--- config.mk ---
export PLATFORM = sky130hd
export DESIGN_NAME = cordic_req_arbiter
export DESIGN_NICKNAME = d
export VERILOG_FILES = /design/src/rtl/cordic_pkg.sv /design/src/rtl/cordic_sync_fifo.sv /design/src/rtl/cordic_req_arbiter.sv
export SDC_FILE = /design/constraint.sdc
export NUM_CORES = 1
export LEC_CHECK = 0
export ABC_AREA = 1
export ABC_CLOCK_PERIOD_IN_PS = 11700
export CORE_MARGIN = 4
export CORE_UTILIZATION = 45
export CTS_CLUSTER_DIAMETER = 40
export DETAILED_ROUTE_END_ITERATION = 10
export DONT_BUFFER_PORTS = 1
export GPL_TIMING_DRIVEN = 0
export PLACE_DENSITY_LB_ADDON = 0.25
export SYNTH_ARGS = -nofsm -noshare
export SYNTH_HDL_FRONTEND = slang
export SYNTH_SLANG_ARGS = --single-unit
--- constraint.sdc ---
create_clock -name HCLK -period 11.7 [get_ports HCLK]
set_clock_uncertainty 0.2 [all_clocks]
set_input_delay 1.17 -clock HCLK [delete_from_list [all_inputs] [get_ports HCLK]]
set_output_delay 1.17 -clock HCLK [all_outputs]
set_load 0.01 [all_outputs]
--- src/rtl/cordic_pkg.sv ---
// Shared definitions for the CORDIC request arbiter: default widths, FSM
// state encoding and the tag-width helper.
package cordic_pkg;

  localparam int CORDIC_DW   = 32;
  localparam int CORDIC_NREQ = 2;

  typedef enum logic [1:0] {
    S_RUN   = 2'd0,
    S_DRAIN = 2'd1,
    S_IDLE  = 2'd2
  } state_t;

  // Requester IDs need at least one bit, even when only one requester exists.
  function automatic int tag_width(input int nreq);
    return (nreq > 1) ? $clog2(nreq) : 1;
  endfunction

  localparam int TAG_W = tag_width(CORDIC_NREQ);

endpackage

--- src/rtl/cordic_sync_fifo.sv ---
// Synchronous FIFO with an extra pointer bit for full/empty. A push into a
// full FIFO is accepted when a pop happens in the same cycle.
module cordic_sync_fifo #(
  parameter int W     = 8,
  parameter int DEPTH = 8
) (
  input  logic                     clk,
  input  logic                     rst,
  input  logic                     push,
  input  logic                     pop,
  input  logic [W-1:0]             din,
  output logic [W-1:0]             dout,
  output logic                     full,
  output logic                     empty,
  output logic [$clog2(DEPTH):0]   count
);

  localparam int AW = $clog2(DEPTH);

  logic [W-1:0] mem [DEPTH];
  logic [AW:0]  wr_ptr;
  logic [AW:0]  rd_ptr;
  logic         do_push;
  logic         do_pop;

  assign do_pop  = pop && !empty;
  assign do_push = push && (!full || do_pop);

  // NOTE: sequential state uses non-blocking assignments so every flop samples pre-edge values.
  always_ff @(posedge clk) begin
    if (rst) begin
      wr_ptr <= '0;
      rd_ptr <= '0;
    end else begin
      if (do_push) wr_ptr <= wr_ptr + 1'b1;
      if (do_pop)  rd_ptr <= rd_ptr + 1'b1;
    end
  end

  // NOTE: storage is not reset; the pointers alone decide which entries are meaningful.
  always_ff @(posedge clk) begin
    if (do_push) mem[wr_ptr[AW-1:0]] <= din;
  end

  assign dout  = mem[rd_ptr[AW-1:0]];
  assign count = wr_ptr - rd_ptr;
  assign empty = (count == '0);
  assign full  = (count == (AW+1)'(DEPTH));

endmodule

--- src/rtl/cordic_req_arbiter.sv ---
// Round-robin sharing of one CORDIC core among NREQ requesters; results return
// to their owners in strict issue order, with credits bounding outstanding ops.
module cordic_req_arbiter
  import cordic_pkg::*;
#(
  parameter int NREQ  = CORDIC_NREQ,
  parameter int DW    = CORDIC_DW,
  parameter int DEPTH = 8
) (
  input  logic              HCLK,
  input  logic              HRESET,
  input  logic [NREQ-1:0]   req_valid,
  input  logic [NREQ*DW-1:0] req_data,
  output logic [NREQ-1:0]   req_ready,
  output logic [NREQ-1:0]   rsp_valid,
  output logic [DW-1:0]     rsp_data,
  input  logic [NREQ-1:0]   rsp_ready,
  output logic [DW-1:0]     in_interface,
  output logic              valid_in_interface,
  input  logic [DW-1:0]     out_interface,
  input  logic              valid_out_interface,
  input  logic              flush,
  output logic              idle,
  output logic              overflow_err
);

  localparam int TW = tag_width(NREQ);
  localparam int CW = $clog2(DEPTH + 1);
  localparam int NW = $clog2(DEPTH) + 1;

  state_t          state, state_nxt;
  logic [TW-1:0]   rr_ptr;
  logic [CW-1:0]   credits;
  logic            grant;
  logic [TW-1:0]   gnt_idx;
  logic [TW-1:0]   tag_head;
  logic            tag_full, tag_empty;
  logic [NW-1:0]   tag_count;
  logic            res_full, res_empty;
  logic [NW-1:0]   res_count;
  logic            res_pop, res_push, res_err;

  // NOTE: every always_comb output gets a default first so no path leaves a latch behind.
  always_comb begin
    int idx;
    req_ready = '0;
    grant     = 1'b0;
    gnt_idx   = '0;
    idx       = 0;
    if (!HRESET && state == S_RUN && credits != '0 && !tag_full) begin
      for (int k = 0; k < NREQ; k++) begin
        idx = int'(rr_ptr) + k;
        if (idx >= NREQ) idx = idx - NREQ;
        if (!grant && req_valid[idx[TW-1:0]]) begin
          grant   = 1'b1;
          gnt_idx = idx[TW-1:0];
        end
      end
      if (grant) req_ready[gnt_idx] = 1'b1;
    end
  end

  always_comb begin
    rsp_valid = '0;
    if (!HRESET && !res_empty && !tag_empty) rsp_valid[tag_head] = 1'b1;
  end

  assign res_pop  = |(rsp_valid & rsp_ready);
  // A result needs an issued tag that has no result yet; a full FIFO only takes it if a pop frees a slot.
  assign res_err  = valid_out_interface && ((res_full && !res_pop) || (tag_count <= res_count));
  assign res_push = valid_out_interface && !res_err;

  cordic_sync_fifo #(.W(TW), .DEPTH(DEPTH)) u_tag_fifo (
    .clk   (HCLK),
    .rst   (HRESET),
    .push  (grant),
    .pop   (res_pop),
    .din   (gnt_idx),
    .dout  (tag_head),
    .full  (tag_full),
    .empty (tag_empty),
    .count (tag_count)
  );

  cordic_sync_fifo #(.W(DW), .DEPTH(DEPTH)) u_res_fifo (
    .clk   (HCLK),
    .rst   (HRESET),
    .push  (res_push),
    .pop   (res_pop),
    .din   (out_interface),
    .dout  (rsp_data),
    .full  (res_full),
    .empty (res_empty),
    .count (res_count)
  );

  always_comb begin
    state_nxt = state;
    idle      = 1'b0;
    case (state)
      S_RUN: begin
        idle = (credits == CW'(DEPTH)) && !(|req_valid);
        if (flush) state_nxt = S_DRAIN;
      end
      S_DRAIN: begin
        idle = (credits == CW'(DEPTH));
        if (credits == CW'(DEPTH)) state_nxt = S_IDLE;
      end
      S_IDLE: begin
        idle = 1'b1;
        if (!flush) state_nxt = S_RUN;
      end
      default: state_nxt = S_RUN;
    endcase
    if (HRESET) idle = 1'b1;
  end

  always_ff @(posedge HCLK) begin
    if (HRESET) begin
      state              <= S_RUN;
      rr_ptr             <= '0;
      credits            <= CW'(DEPTH);
      valid_in_interface <= 1'b0;
      in_interface       <= '0;
      overflow_err       <= 1'b0;
    end else begin
      state              <= state_nxt;
      valid_in_interface <= grant;
      if (grant) begin
        rr_ptr       <= (int'(gnt_idx) == NREQ - 1) ? '0 : gnt_idx + 1'b1;
        in_interface <= req_data[int'(gnt_idx)*DW +: DW];
      end
      if (grant && !res_pop)      credits <= credits - 1'b1;
      else if (!grant && res_pop) credits <= credits + 1'b1;
      if (res_err) overflow_err <= 1'b1;
    end
  end

endmodule

After elaboration in Yosys (flattened, before gate mapping)
Memory sizes are Yosys's and may differ from the RTL's. A register that Yosys moved wholly into a read port is not among the register bits.
Index checks and enable logic that the tools add are counted.
- register bits: 57
- memory bits (writable): 264
- output and inout bits: 71
- word-level logic and storage cells: 123
- memories: 2
- add/subtract/negate cells: 12
- order comparisons: 9
- equality and inequality tests: 8
- shift operators: 1
- muxes and demuxes: 41
- bitwise gates (word level): 1
- reduce and logical (&&, ||, !) cells: 39
- memories (memory ; words ; width ; rd ports ; clocked after memory_dff ; write ports ; line ; source):
    u_res_fifo.mem ; 8 ; 32 ; 1 ; 1 ; 1 ; cordic_sync_fifo.sv:20 ; logic [W-1:0] mem [DEPTH];
    u_tag_fifo.mem ; 8 ; 1 ; 1 ; 1 ; 1 ; cordic_sync_fifo.sv:20 ;
- operators by type and width (kind ; count):
    64-bit by 7-bit indexed part select with 32-bit output ; 1
    1-bit two-way mux ; 25
    4-bit by 1-bit adder with 4-bit output, second input constant ; 5
    1-bit logical AND ; 18
    4-bit equality test, second input constant ; 3
    2-bit two-way mux ; 6
    3-bit two-way mux ; 4
    1-bit logical NOT ; 10
    4-bit logical NOT ; 2
    1-bit by 2-bit less-than comparator with 1-bit output, second input constant ; 4
    4-bit two-way mux ; 2
    4-bit subtractor ; 2
    2-bit != test, second input constant ; 3
    2-bit case mux with 3 select lines ; 1
    4-bit <= comparator ; 1
    4-bit nonzero test ; 1
    2-bit OR reduction ; 2
    4-bit by 1-bit subtractor with 4-bit output, second input constant ; 1
    1-bit logical OR ; 3
    1-bit case mux with 3 select lines ; 1
    3-bit AND reduction ; 1
    1-bit by 1-bit adder with 2-bit output, second input constant ; 1
    2-bit AND ; 1
    1-bit demux with 1-bit select ; 2
    other kinds (9) ; 11

Depth between registers and ports, before layout
- depth in word-level cells: 19
- gate-level depth with buffers: 24
- gate-level depth less buffers: 24

Cells and area by module
A second synthesis with hierarchy kept.
- cells, all modules: 1349
- area, all modules: 14211.1 um^2
- by module, submodules not included (module ; instances ; cells an instance ; area an instance (um^2) ; seq. area each (um^2)):
    cordic_sync_fifo at u_res_fifo ; 1 ; 825 ; 10661.5 ; 7907.6
    cordic_req_arbiter ; 1 ; 406 ; 2563.7 ; 820.8
    cordic_sync_fifo at u_tag_fifo ; 1 ; 118 ; 985.9 ; 460.4

Worst setup path after synthesis
OpenSTA, ideal clock, no wires.
- path type: register to register
- start: reg u_res_fifo.wr_ptr[0]
- end: mem u_res_fifo.mem[1][0] (netlist name), enable pin
- library setup time: 0.421 ns
- data arrival time: 3.834 ns
- setup slack: 7.245 ns
- cell stages (with the launch flop): 15
- cell sequence: dfxtp_1 -> inv_1 -> ha_1 -> inv_1 -> fa_1 -> inv_1 -> nand2_1 -> nand2_1 -> inv_1 -> ha_1 -> nand2_1 -> o21bai_1 -> a22oi_1 -> nand4_1 -> nor2_1
- cells in the longest elaborated chain, start to end: 17
- elaborated cells on any way between the ends: 22
- those cells by class: add/sub (1); order compare (1); eq/ne (1); mux (3); bitwise (1); reduce/logical (15)
- ends and longest elaborated chain (what ; line ; source):
    from (decl) ; cordic_sync_fifo.sv:21 ; logic [AW:0] wr_ptr;
    from (signal assigned) ; cordic_sync_fifo.sv:35 ; if (do_push) wr_ptr <= wr_ptr + 1'b1;
    4-bit subtractor ; cordic_sync_fifo.sv:46 ; assign count = wr_ptr - rd_ptr;
    4-bit logical NOT ; cordic_sync_fifo.sv:47 ; assign empty = (count == '0);
    1-bit logical NOT ; cordic_sync_fifo.sv:26, cordic_req_arbiter.sv:65 ;
    1-bit logical AND (2 in series) ; cordic_req_arbiter.sv:65 ; if (!HRESET && !res_empty && !tag_empty) rsp_valid[tag_head] = 1'b1;
    2-bit two-way mux ; cordic_req_arbiter.sv:65 ;
    2-bit AND ; cordic_req_arbiter.sv:68 ; assign res_pop = |(rsp_valid & rsp_ready);
    2-bit OR reduction ; cordic_req_arbiter.sv:68 ;
    1-bit logical NOT ; cordic_req_arbiter.sv:70 ; assign res_err = valid_out_interface && ((res_full && !res_pop) || (tag_count <= res_count));
    1-bit logical AND ; cordic_req_arbiter.sv:70 ;
    1-bit logical OR ; cordic_req_arbiter.sv:70 ;
    1-bit logical AND ; cordic_req_arbiter.sv:70 ;
    1-bit logical NOT ; cordic_req_arbiter.sv:71 ; assign res_push = valid_out_interface && !res_err;
    1-bit logical AND ; cordic_req_arbiter.sv:71 ;
    1-bit logical AND ; cordic_sync_fifo.sv:27 ; assign do_push = push && (!full || do_pop);
    1-bit two-way mux ; cordic_sync_fifo.sv:42 ; if (do_push) mem[wr_ptr[AW-1:0]] <= din;
    1-bit two-way mux (implied by the code) ; cordic_sync_fifo.sv:42 ;
    to (decl) ; cordic_sync_fifo.sv:20 ;
Several ways; a longest one is shown, not always the timed one.

Worst setup path in the final report
- start: reg u_res_fifo.wr_ptr[0]
- end: mem u_res_fifo.mem[3][16] (netlist name), enable pin
The elaborated chain is that of the path after synthesis.

==> flow_metrics.py <==
metrics = {
    "logic_synthesis": {
        "synth_warnings": 0,
        "avgSynthCellArea_um2": 11.5,
        "synth_area_leaders": "edfxtp_1, dfxtp_1, nor2_1, o21ai_0, o22ai_1",
        "synth-seq-cells": 327,
        "ys_dominant_reg_cell": "edfxtp_1",
        "synth_area_mm2": 0.0133,
        "synth_top_area_cell": "edfxtp_1",
        "synth_top_area_frac": 0.595,
        "synth-edff-count": 264,
        "async_flop_share": 0,
        "syn_nets": 1283,
        "syn_inst": 1159,
        "ys_seq_area_frac": 0.689,
        "synthDistinctLibCells": 41,
    },
    "route": {
        "drc_errors": 0,
        "num_vias": 8932,
        "dr.pass1.iters": 5,
        "vias_per_cell": 5.49,
        "totalWireLength_um": 32300,
        "ant_nets": 0,
        "wire_per_inst_um": 19.9,
        "drt_iter0_drc": 469,
    },
    "critical_path": {
        "r2r_start": "u_res_fifo.wr_ptr[0]",
        "slowest_stage": "a22oi_1",
        "cpMostUsedCell": "inv_1",
        "slowest_delay_ns": 0.65,
        "cp-end-kind": "register",
        "worst-r2r-setup-slack_ns": 7.30,
        "path_cells": "inv_1, ha_1, inv_1, fa_1, inv_1, nand2_1, nand2_1, inv_1, ha_1, nand2_1, o21bai_1, a22oi_1, nand4_1, nor2_4, buf_16",
        "cp.required_ns": 11.71,
        "start_kind": "register",
        "crit_family": "simple AND/OR/NAND/NOR gates",
        "rr_endpoint": "u_res_fifo.mem[3][16]",
        "worstPathMaxFanout": 17,
        "crit_type": "register to register",
        "arrival_ns": 4.41,
        "crit_buf_inv": 5,
        "worst-r2r-cell-count": 15,
    },
    "clock_network": {
        "clk_latency_ns": 0.52,
        "h-tree-depth": 2,
        "cts-buffers-inserted": 42,
        "clk_pin_slew_worst_paths_ns": 0.06,
        "cts_hold_buf": 0,
        "cts_sinks": 327,
        "cts_buffer_depth": 3,
        "cts_tree": "built",
        "cts_resized": 0,
        "postCtsSetupRepairBufs": 0,
        "cts_root_buf": "clkbuf_16",
    },
    "global_routing": {
        "grt_pass1_wl_um": 49800,
        "grtUsageTotal": 0.194,
        "antenna_found_initial": 2,
        "grt-ovfl-total": 0,
        "grt_max_degree": 25,
        "first_global_vias": 8824,
    },
    "timing": {
        "setup_violations": 0,
        "setup_tns_ns": 0,
        "final_hold_viol_count": 0,
        "tightest_slew_ns": 0.847,
        "layout_worst_path_cycle_share": 0.376,
        "min_period_ns": 4.40,
        "rsz0062_at_grt": "false",
        "drv_slew": 0,
        "max_slew_margin": 0.435,
        "fmax_ghz": 0.227,
    },
    "finish": {
        "fillers": 2451,
        "fin_nets": 1336,
        "syn_to_final_growth_pct": 15.8,
        "fin_util": 0.534,
        "final_layout_size_suffix_gt1_frac": 0.0991,
        "final_common_cell": "edfxtp_1",
        "final_cell_mix": "edfxtp_1, nor2_1, o21ai_0",
    },
    "run": {
        "cap_violations": 0,
    },
    "placed_design": {
        "dpl.hpwl_um": 21900,
        "io_buffers": 0,
        "gp_congestion": 0.809,
    },
    "pwr": {
        "power.leakage_nw": 5.34,
        "vdd_drop_max_mv": 0.134,
        "power_density_mw_per_mm2": 238,
    },
    "floorplan": {
        "die_y_um": 180,
        "dieArea_mm2": 0.0324,
        "coreArea_mm2": 0.0289,
        "rows": 62,
        "start_util": 0.461,
        "ios": 175,
        "die_w_um": 180,
    },
    "worst_hold_path": {
        "hp-class": "register to register",
        "hold_path_startpoint": "u_res_fifo.rd_ptr[3]",
        "holdPathEnd": "u_res_fifo.rd_ptr[3]",
        "min_path_cells": 2,
    },
    "outcome": {
        "status": "finished, final reports clean",
    },
}
layout make-up:
type                       instances  area (µm²)  area share
antenna                            2        5.00    0.000324
buffer                            67         288      0.0186
clock buffer                      49        1100      0.0711
clock inverter                    24         239      0.0155
inverter                          47         176      0.0114
multi-input combinational        718        3740       0.242
sequential                       327        9190       0.595
tap                              384         480      0.0311
timing repair buffer               9         228      0.0147
routing by layer:
metal,up-vias,share of wire,global-route usage
li1,4294,-,-
met1,4282,0.42,0.247
met2,299,0.48,0.330
met3,57,0.068,0.0452
met4,0,0.030,0.0632
met5,-,0,0
stage by stage:
step                cells  hold WS [ns]  total power, mW  cell area [µm²]  setup WS [ns]
floorplan            1159         0.243             2.19            13300           7.25
global placement     1543         0.263             2.43            13800           5.78
detailed placement   1552         0.272             2.48            14100           7.29
CTS                  1625         0.281             3.71            15400           7.27
global route         1627         0.311             3.88            15400           6.96
finish               1627         0.279             3.67            15400           7.30
registers in the layout, indices dropped and copies added (netlist names), named ones only:
name	count
valid_in_interface	1
state	2
u_res_fifo.wr_ptr	4
u_tag_fifo.rd_ptr	4
u_tag_fifo.wr_ptr	4
u_res_fifo.rd_ptr	4
rr_ptr	1
u_res_fifo.mem	256
overflow_err	1
u_tag_fifo.mem	8
credits	4
in_interface	32
cell families after synthesis:
| logic type | Yosys count | synth area share |
|---|---|---|
| adder cells (fa/ha/maj) | 20 | 0.0205 |
| XOR/XNOR | 8 | 0.00526 |
| flip-flops | 327 | 0.689 |
| buffers and inverters | 114 | 0.0348 |
| AND/OR/NAND/NOR | 350 | 0.111 |
| AO/OA/AOI/OAI | 340 | 0.140 |
worst reg2reg max path, cell delays in order, from the launching register on:
cell and delay [ns]:
dfxtp_1 0.34, inv_1 0.14, ha_1 0.16, inv_1 0.06, fa_1 0.44, inv_1 0.07
nand2_1 0.05, nand2_1 0.10, inv_1 0.05, ha_1 0.27, nand2_1 0.06, o21bai_1 0.15
a22oi_1 0.65, nand4_1 0.46, nor2_4 0.66, buf_16 0.24
synthesized netlist by cell type (all sizes together) (4+ instances only):
cell type  count
xnor2          4
ha            17
edfxtp       264
o22ai         64
clkbuf        46
dfxtp         63
nand4          4
buf           21
a31oi         34
nand2         57
inv           46
xor2           4
o21ai        180
nand3         14
nor2         268
a21oi         57
how the worst max path moves through the flow:
stage,startpoint,to,slack (ns),depth (start not counted)
after floorplan,u_res_fifo.wr_ptr[0],u_res_fifo.mem[1][0],7.25,14
after global placement,u_res_fifo.wr_ptr[0],u_res_fifo.mem[1][30],5.78,14
after detailed placement,u_res_fifo.wr_ptr[0],u_res_fifo.mem[3][26],7.29,15
after CTS,u_res_fifo.wr_ptr[0],u_res_fifo.mem[3][16],7.27,15
after global routing,u_res_fifo.wr_ptr[0],u_res_fifo.mem[3][16],6.96,15
final,u_res_fifo.wr_ptr[0],u_res_fifo.mem[3][16],7.30,15
report_power, final:
group / internal [mW] / switching (mW)
combinational: 0.288 / 0.654
sequential: 1.42 / 0.0815
clock: 0.745 / 0.482
Power figures use the tool's default switching activity.
